$ cat src/rtl/uart_word_sender.sv
// Streams a block of 16-bit memory words to a byte-wide UART transmitter,
// upper byte first, optionally followed by the program-loader terminator word.
module uart_word_sender #(
    parameter int          ADDR_W    = 10,
    parameter logic [15:0] TERM_WORD = 16'h7fff
) (
    input  logic              clk,
    input  logic              rst,
    input  logic              start,
    input  logic [ADDR_W-1:0] start_addr,
    input  logic [15:0]       word_count,
    input  logic              send_term,
    output logic              busy,
    output logic              done,
    output logic [ADDR_W-1:0] mem_addr,
    output logic              rd_mem,
    input  logic [15:0]       rd_data,
    output logic [7:0]        tx_data,
    output logic              wr,
    input  logic              tx_ready,
    output logic              hazard
);

    typedef enum logic [3:0] {
        S_IDLE, S_RD, S_CAP, S_HI, S_GAP_HI, S_LO, S_GAP_LO,
        S_TERM_HI, S_TERM_GAP_HI, S_TERM_LO, S_TERM_GAP_LO, S_FIN
    } state_t;

    state_t            state_r;
    logic [ADDR_W-1:0] addr_r;
    logic [15:0]       remaining_r;
    logic              term_en_r;
    logic [15:0]       word_r;
    logic              pend_r;
    logic [7:0]        hi_byte_s;

    // Memory data arrives one cycle after the strobe, i.e. on the first HI
    // cycle, so that cycle takes the byte straight from rd_data.
    always_comb begin
        hi_byte_s = word_r[15:8];
        if (pend_r) begin
            hi_byte_s = rd_data[15:8];
        end else begin
            hi_byte_s = word_r[15:8];
        end
    end

    // Transfer sequencer with registered outputs.
    always_ff @(posedge clk) begin
        if (!rst) begin
            state_r     <= S_IDLE;
            addr_r      <= '0;
            remaining_r <= 16'd0;
            term_en_r   <= 1'b0;
            word_r      <= 16'd0;
            pend_r      <= 1'b0;
            busy        <= 1'b0;
            done        <= 1'b0;
            mem_addr    <= '0;
            rd_mem      <= 1'b0;
            tx_data     <= 8'd0;
            wr          <= 1'b0;
            hazard      <= 1'b0;
        end else begin
            rd_mem <= 1'b0;
            wr     <= 1'b0;
            done   <= 1'b0;
            case (state_r)
                S_IDLE: begin
                    // A start coinciding with the done pulse is dropped.
                    if (start && !done) begin
                        addr_r      <= {start_addr[ADDR_W-1:1], 1'b0};
                        remaining_r <= word_count;
                        term_en_r   <= send_term;
                        hazard      <= 1'b0;
                        busy        <= 1'b1;
                        if (word_count != 16'd0) begin
                            state_r <= S_RD;
                        end else if (send_term) begin
                            state_r <= S_TERM_HI;
                        end else begin
                            state_r <= S_FIN;
                        end
                    end
                end
                S_RD: begin
                    mem_addr <= addr_r;
                    rd_mem   <= 1'b1;
                    state_r  <= S_CAP;
                end
                S_CAP: begin
                    pend_r  <= 1'b1;
                    state_r <= S_HI;
                end
                S_HI: begin
                    if (pend_r) begin
                        word_r <= rd_data;
                        pend_r <= 1'b0;
                    end
                    if (tx_ready) begin
                        tx_data <= hi_byte_s;
                        wr      <= 1'b1;
                        state_r <= S_GAP_HI;
                    end
                end
                S_GAP_HI: state_r <= S_LO;
                S_LO: begin
                    if (tx_ready) begin
                        tx_data <= word_r[7:0];
                        wr      <= 1'b1;
                        state_r <= S_GAP_LO;
                    end
                end
                S_GAP_LO: begin
                    if (word_r == TERM_WORD) begin
                        hazard <= 1'b1;
                    end
                    addr_r      <= addr_r + ADDR_W'(2);
                    remaining_r <= remaining_r - 16'd1;
                    // Tested before the decrement lands, so 16'hffff words never underflow.
                    if (remaining_r != 16'd1) begin
                        state_r <= S_RD;
                    end else if (term_en_r) begin
                        state_r <= S_TERM_HI;
                    end else begin
                        state_r <= S_FIN;
                    end
                end
                S_TERM_HI: begin
                    if (tx_ready) begin
                        tx_data <= TERM_WORD[15:8];
                        wr      <= 1'b1;
                        state_r <= S_TERM_GAP_HI;
                    end
                end
                S_TERM_GAP_HI: state_r <= S_TERM_LO;
                S_TERM_LO: begin
                    if (tx_ready) begin
                        tx_data <= TERM_WORD[7:0];
                        wr      <= 1'b1;
                        state_r <= S_TERM_GAP_LO;
                    end
                end
                S_TERM_GAP_LO: state_r <= S_FIN;
                S_FIN: begin
                    done    <= 1'b1;
                    busy    <= 1'b0;
                    state_r <= S_IDLE;
                end
                default: state_r <= S_IDLE;
            endcase
        end
    end

endmodule

$ cat config.mk
export PLATFORM = sky130hd
export DESIGN_NAME = uart_word_sender
export DESIGN_NICKNAME = d
export VERILOG_FILES = /design/src/rtl/uart_word_sender.sv
export SDC_FILE = /design/constraint.sdc
export NUM_CORES = 1
export LEC_CHECK = 0
export ABC_AREA = 1
export CAP_MARGIN = 15
export CORE_MARGIN = 4
export CORE_UTILIZATION = 40
export DETAILED_ROUTE_END_ITERATION = 12
export SYNTH_ARGS = -nofsm -noshare
export SYNTH_HDL_FRONTEND = slang
export SYNTH_SLANG_ARGS = --single-unit
$ cat constraint.sdc
create_clock -name clk -period 3.4 [get_ports clk]
set_input_delay 0.34 -clock clk [delete_from_list [all_inputs] [get_ports clk]]
set_output_delay 0.34 -clock clk [all_outputs]
set_load 0.05 [all_outputs]
### Word level (Yosys, flattened, before mapping)

Cells that the tools add are included.

| storage, ports and cells | value |
|---|---|
| bits in registers | 71 |
| input bits | 47 |
| output and inout port bits | 23 |
| word-level logic and storage cells | 80 |

| cells by class | value |
|---|---|
| $add $sub $neg | 2 |
| equality and inequality tests | 19 |
| multiplexer cells | 29 |
| reductions and logical operators | 17 |

Operators with widths:

| operator | count |
|---|---|
| $pmux W4 S11 | 1 |
| $mux W8 | 5 |
| $mux W4 | 9 |
| $pmux W16 S2 | 1 |
| $pmux W8 S4 | 1 |
| $pmux W10 S2 | 1 |
| $eq A16 B15 Y1 const B | 1 |
| $eq A4 B3 Y1 const B | 4 |
| $eq A4 B4 Y1 const B | 4 |
| $mux W16 | 1 |
| $ne A16 B1 Y1 const B | 1 |
| $reduce_bool A16 Y1 | 1 |
| $sub A16 B1 Y16 const B | 1 |
| $ne A2 B2 Y1 const B | 6 |
| $add A10 B2 Y10 const B | 1 |
| $mux W10 | 1 |
| $reduce_and A2 Y1 | 5 |
| $reduce_and A5 Y1 | 2 |
| $eq A4 B2 Y1 const B | 2 |
| $mux W1 | 6 |
| $pmux W1 S2 | 3 |
| $reduce_bool A2 Y1 | 3 |
| $eq A4 B1 Y1 const B | 1 |
| $logic_not A4 Y1 | 1 |
| 5 further kinds | 5 |

### Longest topological paths before layout

Gate-level depths: netlist (run 1).

| depth | value |
|---|---|
| depth in word-level cells | 4 |
| mapped depth | 11 |
| depth with buffers taken out | 11 |

### Worst setup path after synthesis (run 1)

OpenSTA, ideal clock, no wires.

| path | value |
|---|---|
| path kind | register to register |
| from | register done |
| to | register remaining_r[12] |
| arrival | 1.447 ns |
| setup slack | 1.883 ns |
| stages on the path, launching flop included | 9 |
| path buffers | 2 |
| period minus slack after synthesis | 1.517 ns |
| cell sequence | dfxtp_1 -> nor2_1 -> nand3_2 -> buf_6 -> nand2_2 -> buf_6 -> o21ai_1 -> inv_2 -> a21oi_1 |

| on the way | value |
|---|---|
| longest elaborated chain between the ends | 4 |

Ends and longest elaborated chain:

| element | RTL line | source |
|---|---|---|
| start, declared | 14 | `output logic done,` |
| start signal, assigned | 58 | `done <= 1'b0;` |
| start signal, assigned | 67 | `done <= 1'b0;` |
| start signal, assigned | 146 | `done <= 1'b1;` |
| $logic_not A1 Y1 | 71 | `if (start && !done) begin` |
| $logic_and A1 B1 Y1 | 71 |  |
| $ne A2 B2 Y1 (no line) | -- |  |
| $reduce_and A2 Y1 (no line) | -- |  |
| end signal, assigned | 73 | `remaining_r <= word_count;` |
| end signal, assigned | 119 | `remaining_r <= remaining_r - 16'd1;` |
| end, declared | 31 | `logic [15:0] remaining_r;` |

Every way passes these cells.
A chain may end at the register's enable or synchronous reset.

### Worst setup path after layout (run 1)

| path | value |
|---|---|
| from | register state_r[1] |
| to | register word_r[15] |

| on the way | value |
|---|---|
| longest elaborated chain between the ends | 2 |

Ends and longest elaborated chain:

| element | RTL line | source |
|---|---|---|
| start, declared | 29 | `state_t state_r;` |
| start signal, assigned | 51 | `state_r <= S_IDLE;` |
| start signal, assigned | 78 | `state_r <= S_RD;` |
| start signal, assigned | 80 | `state_r <= S_TERM_HI;` |
| $eq A4 B2 Y1 | 68 | `case (state_r)` |
| $reduce_and A2 Y1 (no line) | -- |  |
| end signal, assigned | 97 | `word_r <= rd_data;` |
| end, declared | 33 | `logic [15:0] word_r;` |

Every way passes these cells.

==> run_results.csv, run 1 <==
group,metric,value,unit
status,outcome,"complete, no violations",
worst_setup_path,critPathCaptureType,"flip-flop",
worst_setup_path,crit_type,"flip-flop to flip-flop",
grt,grt.total_usage,19.2,%
grt,grt_pass1_vias,3417,
logic_synthesis,synth.largest_area_cell,"dfxtp_1",
routing,antenna_left,0,
die,die_w,103,um
timing,fin_crit_sh,60.1,%
routing,wl,9680,um
clock_tree,insertion_delay,0.34,ns
logic_synthesis,ys_ff_latch,69,
worst_setup_path,r2r-start,"state_r[1]$_SDFFE_PN0P_",
power,ir_drop,0.363,mV
grt,overflow,0,
logic_synthesis,syn-cell-area,3600,sq um
cells_and_area,seq_area,1380,sq um
clock_tree,cts_buffers,9,
worst_hold_path,hp-start,"term_en_r$_SDFFE_PN0P_",
die,design.portCount,70,
cells_and_area,multi_input_area,1880,sq um
clock_tree,cts_tree,"built",
clock_tree,clk_pin_slew_worst_paths,0.08,ns
routing,route.vias.total,3651,
logic_synthesis,ys_warn_count,0,
grt,antenna_found_initial,0,
worst_setup_path,critPathTopFamily,"simple AND/OR/NAND/NOR gates",
cells_and_area,final_area,4550,sq um
placed_design,placed_cells,694,
grt,grt_pass1_wl,16100,um
worst_setup_path,rr_worst_depth,7,
clock_tree,cts_root_buf,"clkbuf_8",
clock_tree,hold_buffers,0,
logic_synthesis,yosysMostFrequentCell,"nand2_1",
timing,max_freq,0.490,GHz
worst_hold_path,whs_endpoint,"term_en_r$_SDFFE_PN0P_",
placed_design,dpl-instance-area,4320,sq um
die,die_h,103,um
worst_setup_path,cp.required,3.60,ns
worst_setup_path,start_kind,"flip-flop",
placed_design,numPortBuffers,67,
worst_setup_path,rr_endpoint,"word_r[15]$_SDFFE_PN0P_",
worst_hold_path,hold_class,"flip-flop to flip-flop",
placed_design,hpwlAfterDp,6880,um
worst_setup_path,worstPathMaxFanout,20,
worst_setup_path,crit_slowest_cell,"dfxtp_1",
timing,hold_viol,0,
routing,drtIter0Drc,143,
logic_synthesis,synthFlopType,"dfxtp_1",
logic_synthesis,yosys-top-cells-count,"nand2_1, nor2_1, dfxtp_1, a21oi_1, inv_1",
logic_synthesis,seq_area_frac_synth,38.3,%
flow_run,maxCapViolations,0,
cells_and_area,finalNonFillerCells,710,
grt,grt_max_degree,31,
cells_and_area,syn_to_final_growth,26.2,%
timing,tightestPinTransition,1.03,ns
power,leakage,0.00185,uW
die,die-area,10600,sq um
routing,via_per_inst,5.14,
clock_tree,ctsResizeCount,0,
routing,drcViolationCount,0,
cells_and_area,n_antenna_cell,0,
logic_synthesis,synth_edf_count,0,
die,initial_core_util,41.1,%
logic_synthesis,synth.avg_cell_area,6.71,sq um
cells_and_area,fillers,898,
logic_synthesis,synth_top_area_share,38.3,%
worst_setup_path,cp_cell_sequence,"nand2_2, inv_2, nand2_1, inv_2, nand2_1, o21ai_1, a21oi_1",
timing,tns,0,ns
worst_setup_path,path_depth,7,
power,powerDensity,487,nW/um^2
timing,setup_viol,0,
worst_setup_path,crit_arrival,2.25,ns
clock_tree,max-clock-path-buffers,2,
cells_and_area,fin_nets,647,
cells_and_area,drive_gt1_share,7.14,%
logic_synthesis,ys_async_sr_fraction,0,%
logic_synthesis,synth.distinct_cells,37,
worst_setup_path,slowest_delay,0.50,ns
logic_synthesis,syn-num-nets,587,
logic_synthesis,yosys-top-cells-area,"dfxtp_1, nand2_1, nor2_1, a21oi_1, nand3_1",
clock_tree,cts_sinks,69,
placed_design,gp_congestion,0.840,
routing,firstDrtPassIters,5,
logic_synthesis,syn_inst,537,
worst_hold_path,min_delay_path_depth,2,
timing,rsz0062_at_grt,"no",
routing,wl_per_cell,13.6,um
die,rows,34,
clock_tree,htreeDepth,3,
worst_setup_path,path_buf_inv,2,
timing,slew_headroom,31.5,%
timing,slew_violations,0,
worst_setup_path,ff2ff_setup_slack,1.36,ns
die,coreArea,8760,sq um
timing,fin_skew,0.0122,ns
timing,fin_crit,2.04,ns
clock_tree,post_cts_buffers,0,
tightest hold or removal path: stages (launching register included):
cell and delay, ns:
dfxtp_1 0.31, inv_1 0.06, a21oi_1 0.06
area by class of cell:
cell class              instances  area share (%)
clock buffers                  13            3.49
clock inverters                 3            1.49
inverters                      58            4.84
multi-input cells             387            41.3
flip-flops and latches         69            30.4
well taps                     108            2.97
repair buffers                 72            15.6
kinds of logic (layout without fill, tap and decap cells):
family | count (synthesis) | after routing | share of synthesized area (%)
simple gates | 256 | 256 | 30.7
compound gates | 119 | 119 | 18.1
buf+inv | 81 | 146 | 9.61
flops | 69 | 69 | 38.3
mux | 5 | 5 | 1.39
fa+ha+maj | 3 | 3 | 1.04
xor+xnor | 3 | 3 | 0.729
other cells | 1 | 1 | 0.104
metrics by stage:
| stage | setup WS, ns | power (uW) | utilization (%) | hold slack (ns) |
|---|---|---|---|---|
| after floorplan | 1.88 | 1290 | - | 0.445 |
| after global placement | 1.33 | 1460 | 49.3 | 0.455 |
| after detailed placement | 1.32 | 1460 | 49.3 | 0.461 |
| after global routing | 1.12 | 2340 | 51.9 | 0.499 |
| final | 1.36 | 2210 | 51.9 | 0.476 |
| after CTS | 1.37 | 2230 | 51.9 | 0.471 |
routing by layer:
layer / wire [um] / vias up / share of wire (%) / track usage, %
met5: 0 / - / 0 / 0
met4: 56 / 0 / 0.58 / 4.28
met3: 673 / 4 / 7.0 / 5.35
met2: 4260 / 89 / 44 / 28.8
met1: 4690 / 1675 / 48 / 27.5
li1: - / 1883 / - / -
flip-flops by register name, summed over array words and instances (netlist names), 4 cells and up:
signal       count
state_r          4
remaining_r     16
mem_addr         9
tx_data          8
addr_r           9
word_r          16
where the power goes:
part           switching (uW)  internal (uW)  leakage, uW
Sequential               44.5            868     0.000563
Clock                     313            455     0.000110
Combinational             338            196      0.00118
Total                     695           1520      0.00185
cell usage in the layout (no fill, tap or decap), types with 2 or more instances in the layout:
cell,n
nand3b_1,2
nor2_1,75
inv_2,11
clkbuf_8,11
o211ai_1,6
mux2i_1,5
o21ai_1,25
xor2_1,3
bufinv_16,2
a21oi_1,49
clkdlybuf4s50_1,67
nand4_1,9
nor2_2,2
nor3_1,5
a211oi_1,6
nand2_2,4
a31oi_1,5
inv_1,46
ha_1,3
clkbuf_1,2
nand3_2,2
buf_4,5
o221ai_1,3
o22ai_1,2
dfxtp_1,69
nand2_1,116
o21ai_0,21
nand3_1,36
worst max path at each step:
stage                     slack [ns]                      endpoint                     from
after floorplan                 1.88  remaining_r[12]$_SDFFE_PN0P_          done$_SDFF_PN0_
after CTS                       1.37       word_r[15]$_SDFFE_PN0P_  state_r[1]$_SDFFE_PN0P_
after global routing            1.12        word_r[7]$_SDFFE_PN0P_  state_r[1]$_SDFFE_PN0P_
after global placement          1.33        addr_r[9]$_SDFFE_PN0P_                    start
final                           1.36       word_r[15]$_SDFFE_PN0P_  state_r[1]$_SDFFE_PN0P_
after detailed placement        1.32   remaining_r[6]$_SDFFE_PN0P_                      rst
No activity file was read; power rests on OpenSTA's default activity.
==> run 2: changes to the inputs <==
--- a/config.mk
+++ b/config.mk
@@ -10,6 +10,7 @@
 export CORE_MARGIN = 4
 export CORE_UTILIZATION = 40
 export DETAILED_ROUTE_END_ITERATION = 12
+export PLACE_DENSITY = 0.67
 export SYNTH_ARGS = -nofsm -noshare
 export SYNTH_HDL_FRONTEND = slang
 export SYNTH_SLANG_ARGS = --single-unit
==> constraint.sdc (replaced) <==
create_clock -name clk -period 1.71 [get_ports clk]
set_input_delay 0.171 -clock clk [delete_from_list [all_inputs] [get_ports clk]]
set_output_delay 0.171 -clock clk [all_outputs]
set_load 0.05 [all_outputs]
==> run 2 against run 1 <==
  * Worst hold slack lost 0.076 ns
  * Clock skew decreased by 0.00092 ns
  * Final area increased by 2.9%
  * Routed wire length is 2.6% higher
  * Sequential share of layout area is 0.83 points lower
  * Critical path depth is 6 lower
  * Core utilization up 1.5 points
  * Worst setup slack got worse by 1.3 ns
  * Highest routed layer unchanged
==> run_results.csv, run 2 (synthesized netlist as in run 1, its figures left out) <==
group,metric,value,unit
routing,via_per_inst,5.15,
worst_setup_path,slowest_delay,0.81,ns
routing,drtIter0Drc,147,
grt,grt_pass1_vias,3494,
placed_design,dpl-instance-area,4450,sq um
die,die-area,10600,sq um
worst_setup_path,r2r-start,"state_r[1]$_SDFFE_PN0P_",
clock_tree,cts_sinks,69,
worst_setup_path,worstPathMaxFanout,2,
clock_tree,hold_buffers,0,
worst_hold_path,hold_class,"input port to flip-flop",
timing,setup_viol,0,
placed_design,numPortBuffers,67,
grt,grt_max_degree,33,
worst_setup_path,crit_slowest_cell,"clkdlybuf4s50_1",
worst_hold_path,hp-start,"rd_data[6]",
die,design.portCount,70,
timing,tightestPinTransition,0.512,ns
clock_tree,cts_root_buf,"clkbuf_8",
die,die_w,103,um
timing,hold_viol,0,
clock_tree,post_cts_buffers,0,
cells_and_area,fin_nets,663,
worst_setup_path,crit_type,"flip-flop to output pin",
cells_and_area,seq_area,1380,sq um
worst_setup_path,path_buf_inv,1,
placed_design,gp_congestion,0.878,
power,powerDensity,919,nW/um^2
worst_setup_path,cp_cell_sequence,"clkdlybuf4s50_1",
grt,overflow,0,
cells_and_area,mostFrequentLayoutCell,"nand2_1",
routing,wl,9940,um
clock_tree,insertion_delay,0.34,ns
clock_tree,ctsResizeCount,0,
die,initial_core_util,41.1,%
cells_and_area,drive_gt1_share,11.2,%
timing,rsz0062_at_grt,"no",
placed_design,hpwlAfterDp,7240,um
timing,fin_crit,1.65,ns
worst_setup_path,cp.required,1.54,ns
timing,fin_crit_sh,96.5,%
cells_and_area,most-common-layout-cells,"nand2_1, nor2_1, dfxtp_1, clkdlybuf4s50_1, a21oi_1",
power,leakage,0.00203,uW
grt,grt_pass1_wl,16000,um
clock_tree,clk_pin_slew_worst_paths,0.08,ns
power,ir_drop,0.544,mV
cells_and_area,largestRegisters,"remaining_r (16), word_r (16)",
cells_and_area,fillers,845,
flow_run,maxCapViolations,0,
timing,slew_violations,0,
worst_setup_path,start_kind,"flip-flop",
placed_design,placed_cells,710,
timing,slew_headroom,65.8,%
worst_setup_path,critPathCaptureType,"output pin",
routing,firstDrtPassIters,4,
cells_and_area,finalNonFillerCells,726,
timing,max_freq,0.606,GHz
worst_setup_path,critPathTopFamily,"buffers and inverters",
routing,wl_per_cell,13.7,um
clock_tree,max-clock-path-buffers,2,
clock_tree,htreeDepth,3,
clock_tree,cts_buffers,9,
timing,fin_skew,0.0113,ns
grt,grt.total_usage,19.0,%
worst_setup_path,critPathLaunch,"mem_addr[2]$_SDFFE_PN0P_",
die,rows,34,
worst_setup_path,crit_arrival,1.48,ns
clock_tree,cts_tree,"built",
status,outcome,"complete, no violations",
grt,antenna_found_initial,0,
die,coreArea,8760,sq um
cells_and_area,final_area,4680,sq um
cells_and_area,multi_input_area,1890,sq um
cells_and_area,n_antenna_cell,0,
cells_and_area,syn_to_final_growth,29.9,%
routing,antenna_left,0,
die,die_h,103,um
routing,route.vias.total,3736,
routing,drcViolationCount,0,
[run 2: worst paths after layout]
kind	to	slack (ns)	cells after the start
worst max-delay path	mem_addr[2]	0.06	1
worst min-delay path	word_r[6]$_SDFFE_PN0P_	0.40	3
worst max register to register	state_r[2]$_SDFFE_PN0P_	0.15	10
worst min register to register	term_en_r$_SDFFE_PN0P_	0.48	2
[run 2: per-stage QoR]
step / power (uW) / hold slack [ns] / worst slack, ns / setup TNS [ns] / util, %
final: 4300 / 0.399 / 0.0591 / 0 / 53.4
after global placement: 2930 / 0.454 / 0.0353 / 0 / 50.8
after floorplan: 2570 / 0.306 / 0.193 / 0 / -
after CTS: 4310 / 0.393 / 0.00789 / 0 / 53.1
after global routing: 4520 / 0.418 / 0.0124 / 0 / 53.4
after detailed placement: 2950 / 0.467 / -0.0316 / -0.0408 / 50.8
[run 2: power by group]
group / switching (uW) / leakage, uW / internal, uW / total [uW]
combinational: 686 / 0.00136 / 419 / 1100
clock: 623 / 0.000104 / 756 / 1380
sequential: 90.8 / 0.000563 / 1730 / 1820
[run 2: routing by layer]
layer | track usage [%] | share of wire, %
met1 | 25.2 | 47
met2 | 31.3 | 47
met3 | 3.65 | 5.0
met4 | 6.18 | 0.96
met5 | 0 | 0
[run 2: area by class of cell]
type	count	share of cell area [%]
Clock inverter	3	0.936
Multi-Input combinational cell	387	40.3
Tap cell	108	2.89
Timing Repair Buffer	88	18.2
Sequential cell	69	29.5
Clock buffer	13	3.39
Inverter	58	4.70
==> run 3: changes to the inputs <==
--- a/config.mk
+++ b/config.mk
@@ -9,8 +9,8 @@
 export CAP_MARGIN = 15
 export CORE_MARGIN = 4
 export CORE_UTILIZATION = 40
+export CTS_CLUSTER_DIAMETER = 80
 export DETAILED_ROUTE_END_ITERATION = 12
-export PLACE_DENSITY = 0.67
 export SYNTH_ARGS = -nofsm -noshare
 export SYNTH_HDL_FRONTEND = slang
 export SYNTH_SLANG_ARGS = --single-unit
==> constraint.sdc (replaced) <==
create_clock -name clk -period 1.91 [get_ports clk]
set_input_delay 0.191 -clock clk [delete_from_list [all_inputs] [get_ports clk]]
set_output_delay 0.191 -clock clk [all_outputs]
set_load 0.05 [all_outputs]
==> run 3 against run 2 <==
  * Worst hold slack improved by 0.016 ns
  * Global-route usage is essentially flat
  * Cell count shrank 0.28%
  * Clock power down 3%
  * Critical path depth is the same
  * Count of clock-buffer cells in the layout fell by 3
  * Largest cell class unchanged
  * Final area shrank 0.16%
  * Power fell by 8.1%
==> run_results.csv, run 3 (synthesized netlist as in run 1, its figures left out) <==
group,metric,value,unit
routing,firstDrtPassIters,4,
clock_tree,hold_buffers,0,
worst_setup_path,ff2ff_setup_slack,0.32,ns
worst_setup_path,critPathTopFamily,"buffers and inverters",
routing,drtIter0Drc,150,
cells_and_area,mostFrequentLayoutCell,"nand2_1",
die,die-area,10600,sq um
timing,fin_crit_sh,89.4,%
placed_design,dpl-instance-area,4450,sq um
worst_setup_path,slowest_delay,0.81,ns
status,outcome,"complete, no violations",
placed_design,gp_congestion,0.883,
routing,m1WireLength,4730,um
cells_and_area,largestRegisters,"remaining_r (16), word_r (16)",
cells_and_area,most-common-layout-cells,"nand2_1, nor2_1, dfxtp_1, clkdlybuf4s50_1, a21oi_1",
grt,grt_max_degree,26,
cells_and_area,final_area,4670,sq um
die,die_w,103,um
timing,setup_viol,0,
cells_and_area,fin_nets,661,
worst_setup_path,crit_slowest_cell,"clkdlybuf4s50_1",
die,coreArea,8760,sq um
routing,route.vias.total,3677,
timing,slew_headroom,64.4,%
grt,grt_pass1_wl,15900,um
power,ir_drop,0.481,mV
power,clkPwrFrac,34.0,%
routing,wl_per_cell,13.5,um
die,die_h,103,um
clock_tree,max-clock-path-buffers,2,
grt,grt_pass1_vias,3408,
flow_run,maxCapViolations,0,
placed_design,hpwlAfterDp,7310,um
timing,max_freq,0.585,GHz
power,powerDensity,846,nW/um^2
power,p_sw,1280,uW
timing,tightestPinTransition,0.533,ns
routing,met3_length,621,um
die,initial_core_util,41.1,%
timing,hold_viol,0,
worst_setup_path,cp.required,1.72,ns
clock_tree,cts_sinks,69,
clock_tree,cts_tree,"built",
power,leakage,0.00193,uW
timing,tns,0,ns
die,rows,34,
worst_setup_path,start_kind,"flip-flop",
power,p_int,2670,uW
worst_setup_path,crit_type,"flip-flop to output pin",
routing,wl,9800,um
power,p_seq_share,41.1,%
routing,met2WireLength,4370,um
power,pwr-share-comb,24.9,%
worst_setup_path,critPathCaptureType,"output pin",
routing,via_per_inst,5.08,
timing,fin_crit,1.71,ns
clock_tree,htreeDepth,3,
routing,drcViolationCount,0,
routing,antenna_left,0,
clock_tree,cts_buffers,9,
clock_tree,insertion_delay,0.35,ns
timing,slew_violations,0,
grt,grt.total_usage,19.0,%
cells_and_area,n_antenna_cell,0,
timing,rsz0062_at_grt,"no",
cells_and_area,syn_to_final_growth,29.6,%
worst_setup_path,worstPathMaxFanout,2,
clock_tree,cts_root_buf,"clkbuf_8",
clock_tree,clk_pin_slew_worst_paths,0.09,ns
die,design.portCount,70,
grt,overflow,0,
clock_tree,ctsResizeCount,0,
worst_setup_path,crit_arrival,1.52,ns
power,sw_frac_of_total,32.5,%
routing,top_layer,"met4",
placed_design,numPortBuffers,67,
grt,antenna_found_initial,0,
worst_setup_path,path_buf_inv,1,
clock_tree,post_cts_buffers,0,
worst_hold_path,hold_class,"input port to flip-flop",
timing,fin_skew,0.0127,ns
cells_and_area,drive_gt1_share,9.42,%
worst_setup_path,cp_cell_sequence,"clkdlybuf4s50_1",
run 3: cell types whose count changed in the layout (fill, tap and decap cells not counted), moves of 4 or more:
cell,previous run,this run
nor2_2,6,2
clkdlybuf4s50_1,57,67
dlymetal6s2s_1,5,0
buf_4,24,17
nor2_1,71,75
run 3: power by group through the flow:
stage	Clock, uW	Sequential [uW]	Combinational (uW)
finish	1340	1620	986
floorplan	0	1770	523
global route	1440	1640	1100
detailed placement	0	1660	986
CTS	1380	1620	991
global placement	0	1650	975
run 3: area by class of cell:
cell class	instances	area, sq um
timing repair buffer	86	838
fill	894	4090
inverter	58	220
tap	108	135
sequential	69	1380
multi-input combinational	387	1880
clock buffer	10	128
clock inverter	6	93.8
run 3: through the flow:
| step | cells | hold WS, ns | total power (uW) | setup WS (ns) | util (%) |
|---|---|---|---|---|---|
| 2_1_floorplan | 537 | 0.326 | 2300 | 0.393 | - |
| 3_3_place_gp | 708 | 0.455 | 2630 | 0.262 | 50.8 |
| 3_5_place_dp | 708 | 0.466 | 2640 | 0.216 | 50.8 |
| 4_1_cts | 724 | 0.395 | 3990 | 0.174 | 53.3 |
| 5_1_grt | 724 | 0.405 | 4170 | 0.0770 | 53.3 |
| 6_report | 724 | 0.415 | 3950 | 0.202 | 53.3 |
run 3: worst min-delay path, cell delays in order:
cell	delay, ns
clkdlybuf4s50_1	0.39
nand3_1	0.08
a21oi_1	0.06
run 3: final timing paths:
| kind | from | to | depth (start not counted) |
|---|---|---|---|
| setup / recovery | tx_data[2]$_SDFFE_PN0P_ | tx_data[2] | 1 |
| hold / removal | rd_data[5] | word_r[5]$_SDFFE_PN0P_ | 3 |
| setup reg to reg | remaining_r[0]$_SDFFE_PN0P_ | remaining_r[10]$_SDFFE_PN0P_ | 11 |
| hold reg to reg | word_r[14]$_SDFFE_PN0P_ | word_r[14]$_SDFFE_PN0P_ | 2 |
run 3: layer usage:
layer  track usage, %  up-vias
met5                0        -
met4             4.48        0
met3             5.21        8
met2             29.5       87
met1             26.4     1666
li1                 -     1916
